[config.mk]
export PLATFORM = sky130hd
export DESIGN_NAME = prbs_err_monitor
export DESIGN_NICKNAME = d
export VERILOG_FILES = /design/src/rtl/prbs_mon_pkg.sv /design/src/rtl/prbs_err_popcnt.sv /design/src/rtl/prbs_err_monitor.sv
export SDC_FILE = /design/constraint.sdc
export NUM_CORES = 1
export LEC_CHECK = 0
export CAP_MARGIN = 5
export CORE_MARGIN = 2
export CORE_UTILIZATION = 40
export CTS_CLUSTER_SIZE = 14
export DETAILED_ROUTE_END_ITERATION = 8
export DONT_BUFFER_PORTS = 1
export GPL_TIMING_DRIVEN = 0
export PLACE_DENSITY = 0.59
export SLEW_MARGIN = 20
export SYNTH_ARGS = -nofsm -noshare
export SYNTH_HDL_FRONTEND = slang
export SYNTH_SLANG_ARGS = --single-unit
[constraint.sdc]
create_clock -name CLK -period 7.62 [get_ports CLK]
set_clock_uncertainty 0.15 [all_clocks]
set_input_delay 0.762 -clock CLK [delete_from_list [all_inputs] [get_ports CLK]]
set_output_delay 0.762 -clock CLK [all_outputs]
set_load 0.005 [all_outputs]
[src/rtl/prbs_mon_pkg.sv]
// Shared types and helpers for the PRBS error monitor: FSM state encoding,
// error-vector popcount and a width-bounded saturating adder.
package prbs_mon_pkg;

  localparam int unsigned MAX_NBITS = 32;
  localparam int unsigned POP_MAX_W = 6;

  typedef enum logic {
    ST_HUNT   = 1'b0,
    ST_LOCKED = 1'b1
  } mon_state_e;

  function automatic logic [POP_MAX_W-1:0] popcount(input logic [MAX_NBITS-1:0] v);
    logic [POP_MAX_W-1:0] n;
    n = '0;
    for (int i = 0; i < MAX_NBITS; i++) begin
      n = n + {{(POP_MAX_W-1){1'b0}}, v[i]};
    end
    return n;
  endfunction

  // Clamps a + b to the all-ones value of a w-bit counter (w <= 62, so the
  // 64-bit sum of two in-range operands cannot itself overflow).
  function automatic logic [63:0] sat_add(input logic [63:0] a,
                                          input logic [63:0] b,
                                          input int unsigned w);
    logic [63:0] lim;
    logic [63:0] sum;
    lim = (64'd1 << w) - 64'd1;
    sum = a + b;
    return (sum > lim) ? lim : sum;
  endfunction

endpackage

[src/rtl/prbs_err_popcnt.sv]
// Stage 1: registers word-valid, error-bit popcount and any-error flag for
// each checked word; the error vector is only sampled when it is valid.
module prbs_err_popcnt
  import prbs_mon_pkg::*;
#(
  parameter int NBITS = 8,
  parameter int POP_W = $clog2(NBITS + 1)
) (
  input  logic             clk,
  input  logic             rst_n,
  input  logic [NBITS-1:0] err_vec,
  input  logic             err_vld,
  output logic             s1_vld,
  output logic [POP_W-1:0] s1_pop,
  output logic             s1_bad
);

  always_ff @(posedge clk or negedge rst_n) begin
    if (!rst_n) begin
      s1_vld <= 1'b0;
      s1_pop <= '0;
      s1_bad <= 1'b0;
    end else begin
      s1_vld <= err_vld;
      if (err_vld) begin
        s1_pop <= POP_W'(popcount(MAX_NBITS'(err_vec)));
        s1_bad <= |err_vec;
      end
    end
  end

endmodule

[src/rtl/prbs_err_monitor.sv]
// PRBS error monitor: lock/loss-of-sync FSM plus saturating BER counters fed
// by a registered popcount stage; outputs settle two edges after a word.
module prbs_err_monitor
  import prbs_mon_pkg::*;
#(
  parameter int NBITS      = 8,
  parameter int CNT_W      = 32,
  parameter int LOSS_CNT_W = 16,
  parameter int LOCK_GOOD  = 16,
  parameter int LOSS_BAD   = 4
) (
  input  logic                  CLK,
  input  logic                  RST_N,
  input  logic [NBITS-1:0]      ERR_VEC,
  input  logic                  ERR_VLD,
  input  logic                  CLR,
  output logic                  LOCKED,
  output logic                  ERR_DETECT,
  output logic [CNT_W-1:0]      BIT_ERR_CNT,
  output logic [CNT_W-1:0]      ERR_WORD_CNT,
  output logic [CNT_W-1:0]      WORD_CNT,
  output logic [LOSS_CNT_W-1:0] LOSS_CNT
);

  localparam int POP_W = $clog2(NBITS + 1);
  localparam int GR_W  = $clog2(LOCK_GOOD + 1);
  localparam int BR_W  = $clog2(LOSS_BAD + 1);

  logic             s1_vld;
  logic [POP_W-1:0] s1_pop;
  logic             s1_bad;

  mon_state_e       state, state_nxt;
  logic [GR_W-1:0]  good_run, good_nxt;
  logic [BR_W-1:0]  bad_run, bad_nxt;
  logic             count_word;
  logic             loss_evt;

  prbs_err_popcnt #(
    .NBITS (NBITS),
    .POP_W (POP_W)
  ) u_popcnt (
    .clk     (CLK),
    .rst_n   (RST_N),
    .err_vec (ERR_VEC),
    .err_vld (ERR_VLD),
    .s1_vld  (s1_vld),
    .s1_pop  (s1_pop),
    .s1_bad  (s1_bad)
  );

  // ---- stage 2: sync FSM evaluation of the stage-1 word ----
  always_comb begin
    state_nxt  = state;
    good_nxt   = good_run;
    bad_nxt    = bad_run;
    count_word = 1'b0;
    loss_evt   = 1'b0;
    if (s1_vld) begin
      case (state)
        ST_HUNT: begin
          if (s1_bad) begin
            good_nxt = '0;
          end else if ((good_run + 1'b1) == GR_W'(LOCK_GOOD)) begin
            state_nxt = ST_LOCKED;
            good_nxt  = '0;
            bad_nxt   = '0;
          end else begin
            good_nxt = good_run + 1'b1;
          end
        end
        ST_LOCKED: begin
          count_word = 1'b1;
          if (!s1_bad) begin
            bad_nxt = '0;
          end else if ((bad_run + 1'b1) == BR_W'(LOSS_BAD)) begin
            state_nxt = ST_HUNT;
            good_nxt  = '0;
            bad_nxt   = '0;
            loss_evt  = 1'b1;
          end else begin
            bad_nxt = bad_run + 1'b1;
          end
        end
        default: state_nxt = ST_HUNT;
      endcase
    end
  end

  always_ff @(posedge CLK or negedge RST_N) begin
    if (!RST_N) begin
      state    <= ST_HUNT;
      good_run <= '0;
      bad_run  <= '0;
    end else begin
      state    <= state_nxt;
      good_run <= good_nxt;
      bad_run  <= bad_nxt;
    end
  end

  assign LOCKED = (state == ST_LOCKED);

  // CLR wins over a coincident counted word or loss event; the FSM is untouched.
  always_ff @(posedge CLK or negedge RST_N) begin
    if (!RST_N) begin
      BIT_ERR_CNT  <= '0;
      ERR_WORD_CNT <= '0;
      WORD_CNT     <= '0;
      LOSS_CNT     <= '0;
      ERR_DETECT   <= 1'b0;
    end else if (CLR) begin
      BIT_ERR_CNT  <= '0;
      ERR_WORD_CNT <= '0;
      WORD_CNT     <= '0;
      LOSS_CNT     <= '0;
      ERR_DETECT   <= 1'b0;
    end else begin
      if (count_word) begin
        WORD_CNT    <= CNT_W'(sat_add(64'(WORD_CNT), 64'd1, CNT_W));
        BIT_ERR_CNT <= CNT_W'(sat_add(64'(BIT_ERR_CNT), 64'(s1_pop), CNT_W));
        if (s1_bad) begin
          ERR_WORD_CNT <= CNT_W'(sat_add(64'(ERR_WORD_CNT), 64'd1, CNT_W));
          ERR_DETECT   <= 1'b1;
        end
      end
      if (loss_evt) begin
        LOSS_CNT <= LOSS_CNT_W'(sat_add(64'(LOSS_CNT), 64'd1, LOSS_CNT_W));
      end
    end
  end

endmodule

Word-level counts from Yosys, hierarchy flattened:

Index checks and enable logic that the tools add are counted.

* reduce and logical (&&, ||, !) cells: 7
* multiplexer cells: 37
* add/sub/neg operators: 13
* equality and inequality tests: 6
* bitwise gates (word level): 1
* $lt $le $gt $ge: 4

Operator list (number)
* 2-to-1 mux 32 bit: 10
* greater-than comparator 33 x 32 -> 1 bit, second input constant: 3
* adder 32 x 1 -> 33 bit, second input constant: 2
* 2-to-1 mux 16 bit: 3
* adder 32 x 4 -> 33 bit: 1
* adder 4 x 1 -> 4 bit: 6
* 2-to-1 mux 5 bit: 4
* adder 16 x 1 -> 17 bit, second input constant: 1
* greater-than comparator 17 x 16 -> 1 bit, second input constant: 1
* 2-to-1 mux 1 bit: 13
* 2-to-1 mux 3 bit: 4
* one-hot mux 5 bit (2 select lines): 1
* OR reduction 8 bit: 1
* one-hot mux 3 bit (2 select lines): 1
* AND reduction 3 bit: 2
* nonzero test 2 bit: 3
* adder 5 x 1 -> 5 bit, second input constant: 1
* equality test 5 bit, second input constant: 1
* != test 2 x 1 -> 1 bit, second input constant: 2
* != test 2 bit, second input constant: 2
* adder 3 x 1 -> 3 bit, second input constant: 1
* equality test 3 bit, second input constant: 1
* adder 1 x 1 -> 2 bit: 1
* one-hot mux 1 bit (2 select lines): 1
* 2 further kinds: 2

* register bits: 128
* bits of input ports: 12
* output and inout bits: 114
* word-level logic and storage cells: 79

Depth between registers and ports, before layout:

Gate-level depths: netlist of the first run.

* depth after elaboration: 8
* gate-level depth with buffers: 12
* mapped depth without buffers: 11

Cells and area by module:

From an unflattened synthesis of the first run, not the netlist that was laid out.

* cell total of the unflattened synthesis: 1022
* area, all modules: 8514.4 µm²

Modules (own cells, without submodules)
* prbs_err_monitor: area each 8079.0 µm², seq. area each 3052.9 µm², instances 1, cells each 981
* prbs_err_popcnt: area each 435.4 µm², seq. area each 150.1 µm², instances 1, cells each 41

Worst setup path after synthesis of the first run:

No wires, ideal clock.

* path kind: in2reg
* from: input port ERR_VEC[0]
* to: register u_popcnt.s1_pop[2]
* data arrival time: 2.985 ns
* library setup time: 0.125 ns
* required time: 7.345 ns
* buffers on the path: 0
* setup slack: 4.361 ns
* stages: 11
* path through: inv_1 ha_1 inv_1 fa_1 fa_1 inv_1 fa_1 inv_1 fa_1 xnor2_1 mux2_2

* cells in the longest elaborated chain, start to end: 7

Ends and longest elaborated chain
* start: declaration: line prbs_err_monitor.sv:14 `input logic [NBITS-1:0] ERR_VEC,`
* adder 1 x 1 -> 2 bit: line prbs_mon_pkg.sv:17 `n = n + {{(POP_MAX_W-1){1'b0}}, v[i]};`
* adder 4 x 1 -> 4 bit (6 in a row): line prbs_mon_pkg.sv:17
* end signal: assignment: line prbs_err_popcnt.sv:26 `s1_pop <= POP_W'(popcount(MAX_NBITS'(err_vec)));`
* end: declaration: line prbs_err_popcnt.sv:14 `output logic [POP_W-1:0] s1_pop,`

No other way between the ends.
A chain may end at the register's enable or synchronous reset.

Worst setup path in the final report of the first run:

* from: register BIT_ERR_CNT[0]
* to: register BIT_ERR_CNT[3]

* cells in the longest elaborated chain, start to end: 5

Ends and longest elaborated chain
* start: declaration: line prbs_err_monitor.sv:19 `output logic [CNT_W-1:0] BIT_ERR_CNT,`
* start signal: assignment: line prbs_err_monitor.sv:121 `BIT_ERR_CNT <= CNT_W'(sat_add(64'(BIT_ERR_CNT), 64'(s1_pop), CNT_W));`
* adder 32 x 4 -> 33 bit (*): line prbs_mon_pkg.sv:30 `sum = a + b;`
* greater-than comparator 33 x 32 -> 1 bit: line prbs_mon_pkg.sv:31 `return (sum > lim) ? lim : sum;`
* 2-to-1 mux 32 bit (*): line prbs_mon_pkg.sv:31
* 2-to-1 mux 32 bit (*): line prbs_err_monitor.sv:119 `if (count_word) begin`
* 2-to-1 mux 32 bit (*): line prbs_err_monitor.sv:112 `end else if (CLR) begin`

Every way passes the cells marked *; elsewhere a longest branch is shown, timed or not. The select of a mux whose other input is x is not followed.

==> results.sh, run 1 <==
export IMPL_crit_arrival_ns=3.86
export IMPL_relSlewSlack=0.346
export IMPL_drt_first_pass_iters=5
export IMPL_rr_endpoint="BIT_ERR_CNT[3]$_DFFE_PN0P_"
export IMPL_drc_errors=0
export IMPL_synth_edf_count=0
export IMPL_cts_max_path_buffers=2
export IMPL_finalCritPeriodShare=0.480
export IMPL_grt_use_total=0.239
export IMPL_antenna_cells=0
export IMPL_cts_root_buf="clkbuf_16"
export IMPL_min_path_type="input pin to async pin"
export IMPL_r2r_slack_ns=3.96
export IMPL_r2r_start="BIT_ERR_CNT[0]$_DFFE_PN0P_"
export IMPL_port_buffers=0
export IMPL_clk_insertion_delay_late_ns=0.43
export IMPL_viasPerCell=6.10
export IMPL_slowest_delay_ns=0.70
export IMPL_vias=7620
export IMPL_worst_path_dominant_cell_family="compound AO/OA/AOI/OAI gates"
export IMPL_ys_async_sr_fraction=1.00
export IMPL_combPwrFrac=0.043
export IMPL_grt_use_met1=0.315
export IMPL_clk_pin_slew_worst_paths_ns=0.06
export IMPL_netSwitchingFraction=0.227
export IMPL_core_area_sq_um=20100
export IMPL_yosysMostFrequentCell="dfrtp_1"
export IMPL_grt_pass1_wl_mm=40.6
export IMPL_drt_iter0_markers=755
export IMPL_finalHoldViolCount=0
export IMPL_synth_top_cell_by_area="dfrtp_1"
export IMPL_grt_max_degree=129
export IMPL_start_kind="flip-flop"
export IMPL_num_io_pins=126
export IMPL_fin_crit_ns=3.66
export IMPL_cts_sinks=128
export IMPL_instances_no_fill=1249
export IMPL_wl_per_cell_um=20.3
export IMPL_yosys_top_cells_area="dfrtp_1, o21ai_0, a21oi_1"
export IMPL_area_growth_pct=12.3
export IMPL_nFillCells=1993
export IMPL_crit_path_end_kind="flip-flop"
export IMPL_synthTopCellsByCount="dfrtp_1, o21ai_0, a21oi_1, nor2_1, nand2_1"
export IMPL_cap_violations=0
export IMPL_met2_usage=0.379
export IMPL_maxSlewViolCount=0
export IMPL_grt_overflow=0
export IMPL_crit_chain="ha_1, inv_1, fa_1, nor2b_1, o21ai_0, a211oi_1, and2_0, nand3_1, clkbuf_1, clkbuf_1, a31oi_1"
export IMPL_dp_cells=1216
export IMPL_cp_slowest_cell="a211oi_1"
export IMPL_grt_use_met3=0.0669
export IMPL_synth_warnings=0
export IMPL_hpwl_mm=17.6
export IMPL_p_clk_frac=0.537
export IMPL_max_freq_ghz=0.273
export IMPL_crit_buf_inv=3
export IMPL_floorplan_initialDensity=0.405
export IMPL_internal_power_uw=1280
export IMPL_final_setup_tns_ns=0
export IMPL_drive_gt1_frac=0.0838
export IMPL_finalSetupViolCount=0
export IMPL_crit_top_cell="clkbuf_1"
export IMPL_postCtsSetupRepairBufs=0
export IMPL_die_area_sq_um=21500
export IMPL_rows=52
export IMPL_cts_buffers=17
export IMPL_rsz0062_at_grt="false"
export IMPL_syn_avg_cell_area_sq_um=8.61
export IMPL_synth_area_sq_um=8140
export IMPL_cts_tree="yes"
export IMPL_die_h_um=147
export IMPL_synth_nets=980
export IMPL_synth_seq_cells=128
export IMPL_ant_nets=0
export IMPL_p_switching_uw=375
export IMPL_tightest_slew_ns=0.981
export IMPL_cts_htree_levels=4
export IMPL_r2r_cells=11
export IMPL_regArea_sq_um=3200
export IMPL_path_max_fanout=10
export IMPL_leakage_uw=0.00364
export IMPL_ys_seq_area_frac=0.393
export IMPL_place_gp_congestion=0.864
export IMPL_synth_top_area_share=0.393
export IMPL_fp_dieW_um=147
export IMPL_wirelength_mm=25.4
export IMPL_vdd_drop_max_mv=0.136
export IMPL_multi_input_area_sq_um=4560
export IMPL_ys_types=71
export IMPL_p_seq_frac=0.419
export IMPL_antenna_found_initial=0
export IMPL_status="finished, final reports clean"
export IMPL_required_ns=7.82
export IMPL_nNetsFinal=1000
export IMPL_grt_busiest_layer="met2"
export IMPL_synth_main_ff_cell="dfrtp_1"
export IMPL_power_density_nw_per_um2=181
export IMPL_worst_setup_path_type="flip-flop to flip-flop"
export IMPL_postSynthCellCount=946
export IMPL_grt_pass1_vias=7170
==> stage by stage <==
stage / utilization / cell area (sq um) / worst slack, ns / power, uW / hold WS (ns)
floorplan: - / 8140 / 4.36 / 744 / 0.316
global placement: 0.422 / 8480 / 4.01 / 759 / 0.323
detailed placement: 0.422 / 8480 / 3.93 / 762 / 0.324
CTS: 0.455 / 9140 / 3.94 / 1660 / 0.201
global route: 0.455 / 9140 / 3.60 / 1700 / 0.199
finish: 0.455 / 9140 / 3.96 / 1650 / 0.117
==> sequential cells by signal, summed over array words and instances (netlist names) <==
name	count
bad_run	3
ERR_DETECT	1
u_popcnt.s1_bad	1
u_popcnt.s1_vld	1
LOCKED	1
BIT_ERR_CNT	32
LOSS_CNT	16
good_run	5
ERR_WORD_CNT	32
u_popcnt.s1_pop	4
WORD_CNT	32
==> timing repair <==
action	in CTS	in global routing
hold endpoints to repair	128	0
hold buffers	1	0
gates resized for setup	0	0
==> worst max path at each step <==
stage	from	end	slack, ns	cells after the start
3_5_place_dp	BIT_ERR_CNT[0]$_DFFE_PN0P_	BIT_ERR_CNT[14]$_DFFE_PN0P_	3.93	11
5_1_grt	BIT_ERR_CNT[0]$_DFFE_PN0P_	BIT_ERR_CNT[23]$_DFFE_PN0P_	3.60	12
6_report	BIT_ERR_CNT[0]$_DFFE_PN0P_	BIT_ERR_CNT[3]$_DFFE_PN0P_	3.96	11
2_1_floorplan	ERR_VEC[0]	u_popcnt.s1_pop[2]$_DFFE_PN0P_	4.36	11
4_1_cts	BIT_ERR_CNT[0]$_DFFE_PN0P_	BIT_ERR_CNT[14]$_DFFE_PN0P_	3.94	11
3_3_place_gp	BIT_ERR_CNT[0]$_DFFE_PN0P_	BIT_ERR_CNT[3]$_DFFE_PN0P_	4.01	11
==> power by group through the flow <==
stage               clock network (uW)  registers [uW]  logic [uW]
floorplan                            0             703        40.8
global placement                     0             704        54.7
detailed placement                   0             705        57.4
CTS                                898             692        73.7
global route                       927             694        83.7
finish                             887             692        71.4
==> per-layer routing <==
layer | routed length, um | up-vias | share of wire
met5 | 0 | - | 0
met4 | 512 | 0 | 0.020
met3 | 1850 | 35 | 0.073
met2 | 11800 | 259 | 0.46
met1 | 11300 | 3719 | 0.44
li1 | - | 3607 | -
==> cells by family after synthesis <==
logic type	after synthesis	share of synthesized area
mux	13	0.0164
flops	128	0.393
compound gates	314	0.239
simple gates	358	0.247
fa+ha+maj	22	0.0384
xor+xnor	18	0.0194
buf+inv	93	0.0464
==> placed cells by master, fill, tap and decap left out, types with 5 or more instances in the layout <==
cell	count
a211oi_1	13
a21oi_1	85
a311oi_1	17
a31oi_1	29
a41oi_1	5
and2_1	15
and3_1	33
and4_1	12
buf_2	14
clkbuf_1	40
clkbuf_16	17
clkbuf_8	6
dfrtp_1	128
fa_1	5
ha_1	17
inv_1	35
mux2i_1	10
nand2_1	58
nand3_1	56
nand4_1	23
nand4b_1	5
nor2_1	69
nor2b_1	9
nor3_1	35
o211a_1	5
o211ai_1	6
o21a_1	5
o21ai_0	104
o31ai_1	5
or3_1	6
xnor2_1	12
xor2_1	6
==> final cells by class <==
type                       count  share of cell area
tap                          270              0.0370
buffer                        58              0.0270
timing repair buffer           1             0.00301
multi-input combinational    725               0.499
clock buffer                  23              0.0556
clock inverter                 9              0.0140
sequential                   128               0.350
inverter                      35              0.0144
Note: power is estimated with default switching activity, not from simulation.
==> inputs of run 2 (changes only) <==
==> constraint.sdc (replaced) <==
create_clock -name CLK -period 3.62 [get_ports CLK]
set_clock_uncertainty 0.15 [all_clocks]
set_input_delay 0.362 -clock CLK [delete_from_list [all_inputs] [get_ports CLK]]
set_output_delay 0.362 -clock CLK [all_outputs]
set_load 0.005 [all_outputs]
==> run 2 against run 1 <==
Effect of this change:
- worst setup slack worse by 3.7 ns
- first-iteration DRC count up 4.5%
- via count up 0.52%
- register-to-register slack worse by 3.7 ns
- design area up 0.66%
- die area unchanged
- global-route usage up 0.067 points
- routed wire length up 0.46%
- sequential share of layout area down 0.19 points
- critical endpoint is now WORD_CNT[27]$_DFFE_PN0P_
- highest routed layer unchanged
==> results.sh, run 2 (synthesis results as in run 1) <==
export IMPL_path_max_fanout=10
export IMPL_worst_hold_slack_ns=0.00772
export IMPL_nFillCells=1991
export IMPL_cts_max_path_buffers=2
export IMPL_finalCritPeriodShare=0.929
export IMPL_hold_path_end="u_popcnt.s1_bad$_DFFE_PN0P_"
export IMPL_hp_start="ERR_VEC[4]"
export IMPL_grt_max_degree=129
export IMPL_drc_errors=0
export IMPL_rr_endpoint="WORD_CNT[27]$_DFFE_PN0P_"
export IMPL_clk_pin_slew_worst_paths_ns=0.06
export IMPL_maxSlewViolCount=0
export IMPL_die_area_sq_um=21500
export IMPL_crit_top_cell="buf_2"
export IMPL_finalSetupViolCount=0
export IMPL_port_buffers=0
export IMPL_wirelength_mm=25.5
export IMPL_slowest_delay_ns=0.48
export IMPL_antenna_cells=0
export IMPL_area_growth_pct=13.0
export IMPL_ant_nets=0
export IMPL_r2r_start="WORD_CNT[0]$_DFFE_PN0P_"
export IMPL_max_freq_ghz=0.297
export IMPL_power_density_nw_per_um2=377
export IMPL_start_kind="flip-flop"
export IMPL_drive_gt1_frac=0.0905
export IMPL_vias=7660
export IMPL_hpwl_mm=17.6
export IMPL_floorplan_initialDensity=0.405
export IMPL_crit_chain="ha_1, buf_2, nand4_2, or3_4, nor2_2, nand2_1, or3_1, and2_1, buf_2, a41oi_1, o21a_1"
export IMPL_cts_buffers=17
export IMPL_wl_per_cell_um=20.4
export IMPL_rsz0062_at_grt="false"
export IMPL_finalHoldViolCount=0
export IMPL_core_area_sq_um=20100
export IMPL_r2r_cells=11
export IMPL_vdd_drop_max_mv=0.287
export IMPL_required_ns=3.84
export IMPL_status="finished, final reports clean"
export IMPL_num_io_pins=126
export IMPL_fin_crit_ns=3.36
export IMPL_drt_iter0_markers=789
export IMPL_grt_overflow=0
export IMPL_viasPerCell=6.11
export IMPL_cp_slowest_cell="or3_4"
export IMPL_layout_commonest_cell="dfrtp_1"
export IMPL_leakage_uw=0.00366
export IMPL_layout_common_cells="dfrtp_1, o21ai_0, a21oi_1"
export IMPL_clk_insertion_delay_late_ns=0.43
export IMPL_crit_path_end_kind="flip-flop"
export IMPL_antenna_found_initial=0
export IMPL_worst_setup_path_type="flip-flop to flip-flop"
export IMPL_tightest_slew_ns=0.976
export IMPL_fp_dieW_um=147
export IMPL_cts_root_buf="clkbuf_16"
export IMPL_grt_use_total=0.240
export IMPL_crit_arrival_ns=3.58
export IMPL_die_h_um=147
export IMPL_r2r_slack_ns=0.26
export IMPL_grt_pass1_vias=7203
export IMPL_final_setup_tns_ns=0
export IMPL_grt_pass1_wl_mm=40.8
export IMPL_hold_depth=2
export IMPL_drt_first_pass_iters=5
export IMPL_min_path_type="input pin to flip-flop"
export IMPL_cts_htree_levels=4
export IMPL_cts_sinks=128
export IMPL_rows=52
export IMPL_nNetsFinal=1004
export IMPL_relSlewSlack=0.350
export IMPL_place_gp_congestion=0.864
export IMPL_cap_violations=0
export IMPL_cts_tree="yes"
export IMPL_reg_top3="BIT_ERR_CNT: 32 flops, ERR_WORD_CNT: 32 flops, WORD_CNT: 32 flops"
[run 2: changes by cell type in the layout (fill, tap and decap cells not counted), moves of 2 or more]
cell and change:
dlygate4sd3_1 +4, dfrtp_2 +3, clkbuf_1 -2, clkbuf_2 +2, dfrtp_1 -3
[run 2: worst max-delay path by stage]
stage	start	end	slack (ns)	cells after the start
3_3_place_gp	BIT_ERR_CNT[0]$_DFFE_PN0P_	BIT_ERR_CNT[3]$_DFFE_PN0P_	0.01	11
4_1_cts	WORD_CNT[0]$_DFFE_PN0P_	WORD_CNT[1]$_DFFE_PN0P_	0.15	10
3_5_place_dp	BIT_ERR_CNT[0]$_DFFE_PN0P_	BIT_ERR_CNT[14]$_DFFE_PN0P_	-0.07	11
5_1_grt	BIT_ERR_CNT[0]$_DFFE_PN0P_	BIT_ERR_CNT[3]$_DFFE_PN0P_	0.01	12
6_report	WORD_CNT[0]$_DFFE_PN0P_	WORD_CNT[27]$_DFFE_PN0P_	0.26	11
2_1_floorplan	WORD_CNT[0]$_DFFE_PN0P_	WORD_CNT[27]$_DFFE_PN0P_	0.72	11
[run 2: power breakdown]
group	internal, uW	switching (uW)
registers	1450	9.94
logic	51.1	103
clock network	1190	672
total	2690	785
[run 2: layout make-up]
| class | count | area [sq um] | area share |
|---|---|---|---|
| Clock buffer | 23 | 508 | 0.0552 |
| Sequential cell | 128 | 3210 | 0.348 |
| Tap cell | 270 | 338 | 0.0367 |
| Clock inverter | 9 | 128 | 0.0139 |
| Inverter | 35 | 131 | 0.0143 |
| Buffer | 57 | 245 | 0.0266 |
| Timing Repair Buffer | 6 | 75.1 | 0.00816 |
| Multi-Input combinational cell | 725 | 4570 | 0.497 |
[run 2: what timing repair did]
item                                    4_1_cts  5_1_grt
hold endpoints to repair                    130        0
hold buffers                                  5        0
pin swaps                                     0        1
endpoints found under the setup margin       10       34
setup buffers                                 0        1
gates resized for setup                       1        7
[run 2: critical path, delay by kind of cell (launching register included)]
| family | cells | cell delay [ns] |
|---|---|---|
| adder cells (fa/ha/maj) | 1 | 0.16 |
| AO/OA/AOI/OAI | 2 | 0.42 |
| flip-flops | 1 | 0.45 |
| AND/OR/NAND/NOR | 6 | 1.72 |
| buffers and inverters | 2 | 0.39 |
[run 2: per-stage QoR]
step	instance area [sq um]	worst slack (ns)	utilization	cells	total power, uW
after floorplan	8140	0.719	-	946	1570
after global placement	8480	0.0106	0.422	1216	1600
after detailed placement	8480	-0.0652	0.422	1216	1600
after CTS	9190	0.148	0.457	1253	3510
after global routing	9200	0.0133	0.458	1253	3590
final	9200	0.258	0.458	1253	3470
[run 2: per-layer routing]
layer | part of all wire | wire length, um | global-route usage | up-vias
met5 | 0 | 0 | 0 | -
met4 | 0.020 | 511 | 0.0830 | 0
met3 | 0.080 | 2040 | 0.0669 | 33
met2 | 0.47 | 11900 | 0.381 | 271
met1 | 0.43 | 11100 | 0.315 | 3740
li1 | - | - | - | 3616
==> inputs of run 3 (changes only) <==
--- a/config.mk
+++ b/config.mk
@@ -6,7 +6,6 @@
 export NUM_CORES = 1
 export LEC_CHECK = 0
 export CAP_MARGIN = 5
-export CORE_MARGIN = 2
 export CORE_UTILIZATION = 40
 export CTS_CLUSTER_SIZE = 14
 export DETAILED_ROUTE_END_ITERATION = 8
==> run 3 against run 2 <==
Effect of this change:
- clock power barely moved
- total power hardly changed
- clock-buffer cell count fell by 5
- design area fell by 0.33%
- sequential share of layout area grew 0.11 points
- combinational power fell by 3%
- register-to-register slack worse by 0.05 ns
==> results.sh, run 3 (synthesis results as in run 1) <==
export IMPL_status="finished, final reports clean"
export IMPL_r2r_cells=10
export IMPL_core_area_sq_um=19700
export IMPL_cts_htree_levels=4
export IMPL_hp_start="ERR_VEC[2]"
export IMPL_cap_violations=0
export IMPL_clk_insertion_delay_late_ns=0.43
export IMPL_r2r_start="WORD_CNT[1]$_DFFE_PN0P_"
export IMPL_fin_crit_ns=3.41
export IMPL_hold_depth=2
export IMPL_cp_depth=10
export IMPL_wirelength_mm=25.4
export IMPL_rsz0062_at_grt="false"
export IMPL_layout_commonest_cell="dfrtp_1"
export IMPL_drt_first_pass_iters=5
export IMPL_regArea_sq_um=3210
export IMPL_nFillCells=1939
export IMPL_rows=51
export IMPL_crit_arrival_ns=3.61
export IMPL_grt_overflow=0
export IMPL_cts_sinks=128
export IMPL_min_path_type="input pin to flip-flop"
export IMPL_fp_dieW_um=145
export IMPL_die_h_um=145
export IMPL_leakage_uw=0.00364
export IMPL_tightest_slew_ns=0.965
export IMPL_slowest_delay_ns=0.48
export IMPL_clk_pin_slew_worst_paths_ns=0.06
export IMPL_cts_root_buf="clkbuf_16"
export IMPL_wl_met2_mm=11.7
export IMPL_wl_per_cell_um=20.3
export IMPL_crit_path_end_kind="flip-flop"
export IMPL_start_kind="flip-flop"
export IMPL_max_freq_ghz=0.294
export IMPL_vdd_drop_max_mv=0.305
export IMPL_wl_met1_mm=11.2
export IMPL_place_gp_congestion=0.871
export IMPL_antenna_found_initial=0
export IMPL_relSlewSlack=0.357
export IMPL_drive_gt1_frac=0.0896
export IMPL_floorplan_initialDensity=0.413
export IMPL_antenna_cells=0
export IMPL_hold_path_end="u_popcnt.s1_bad$_DFFE_PN0P_"
export IMPL_port_buffers=0
export IMPL_maxSlewViolCount=0
export IMPL_r2r_slack_ns=0.21
export IMPL_power_density_nw_per_um2=379
export IMPL_viasPerCell=6.11
export IMPL_met3_length_mm=1.85
export IMPL_worst_slack_ns=0.213
export IMPL_finalCritPeriodShare=0.941
export IMPL_worst_path_dominant_cell_family="simple AND/OR/NAND/NOR gates"
export IMPL_grt_use_total=0.251
export IMPL_path_max_fanout=10
export IMPL_rr_endpoint="WORD_CNT[1]$_DFFE_PN0P_"
export IMPL_drc_errors=0
export IMPL_final_setup_tns_ns=0
export IMPL_worst_setup_path_type="flip-flop to flip-flop"
export IMPL_num_io_pins=126
export IMPL_cp_slowest_cell="dfrtp_1"
export IMPL_layout_common_cells="dfrtp_1, o21ai_0, a21oi_1"
export IMPL_grt_max_degree=129
export IMPL_nNetsFinal=1003
export IMPL_grt_pass1_wl_mm=40.1
export IMPL_crit_chain="ha_1, buf_2, nand4_2, or3_4, nor2_2, nand2_1, or3_1, clkbuf_1, clkbuf_2, a31oi_1"
export IMPL_finalHoldViolCount=0
export IMPL_required_ns=3.82
export IMPL_die_area_sq_um=20900
export IMPL_highest_layer="met4"
export IMPL_drt_iter0_markers=610
export IMPL_ant_nets=0
export IMPL_crit_buf_inv=3
export IMPL_area_growth_pct=12.7
export IMPL_multi_input_area_sq_um=4570
export IMPL_pre_cts_ws_ns=-0.000789
export IMPL_cts_max_path_buffers=2
export IMPL_reg_top3="BIT_ERR_CNT: 32 flops, ERR_WORD_CNT: 32 flops, WORD_CNT: 32 flops"
export IMPL_grt_pass1_vias=7316
export IMPL_cts_buffers=17
export IMPL_hpwl_mm=17.7
export IMPL_finalSetupViolCount=0
export IMPL_cts_tree="yes"
export IMPL_vias=7625
## run 3: worst reg2reg max path, stage by stage (launching register included)
cell	delay, ns
dfrtp_1	0.48
ha_1	0.19
buf_2	0.19
nand4_2	0.21
or3_4	0.48
nor2_2	0.21
nand2_1	0.17
or3_1	0.45
clkbuf_1	0.29
clkbuf_2	0.29
a31oi_1	0.21
## run 3: final cells by class
cell class                      count  share of cell area
Buffer                             58              0.0270
Inverter                           35              0.0143
Multi-Input combinational cell    725               0.498
Clock buffer                       18              0.0479
Timing Repair Buffer                4             0.00600
Sequential cell                   128               0.350
Clock inverter                     14              0.0207
Tap cell                          265              0.0361
## run 3: through the flow
step	util	hold slack, ns	power [uW]	instances	cell area, sq um
after floorplan	-	-0.0836	1570	946	8140
after global placement	0.430	-0.0764	1600	1211	8470
after detailed placement	0.430	-0.0758	1600	1211	8470
after CTS	0.464	0.00602	3490	1246	9160
after global routing	0.465	0.0384	3570	1247	9170
final	0.465	0.00296	3480	1247	9170
## run 3: report_power, final
part | internal (uW) | leakage (uW) | switching, uW
logic | 50.2 | 0.00157 | 99.4
registers | 1450 | 0.00177 | 8.83
clock network | 1170 | 0.000294 | 703
## run 3: worst max path at each step
stage	startpoint	endpoint
floorplan	WORD_CNT[0]$_DFFE_PN0P_	WORD_CNT[27]$_DFFE_PN0P_
global placement	BIT_ERR_CNT[0]$_DFFE_PN0P_	BIT_ERR_CNT[3]$_DFFE_PN0P_
detailed placement	BIT_ERR_CNT[0]$_DFFE_PN0P_	BIT_ERR_CNT[23]$_DFFE_PN0P_
CTS	ERR_WORD_CNT[0]$_DFFE_PN0P_	ERR_WORD_CNT[16]$_DFFE_PN0P_
global route	WORD_CNT[1]$_DFFE_PN0P_	WORD_CNT[1]$_DFFE_PN0P_
finish	WORD_CNT[1]$_DFFE_PN0P_	WORD_CNT[1]$_DFFE_PN0P_
## run 3: per-layer routing
metal,global-route usage,vias to the layer above
met5,0,-
met3,0.0688,49
li1,-,3613
met1,0.323,3714
met4,0.0953,0
met2,0.401,249
## run 3: timing repair
action                     CTS  global route
pin swaps                    0             1
setup buffers                0             1
hold buffers                 3             0
resized for setup            1             5
hold endpoints to repair   129             0
setup endpoints to repair    1            39
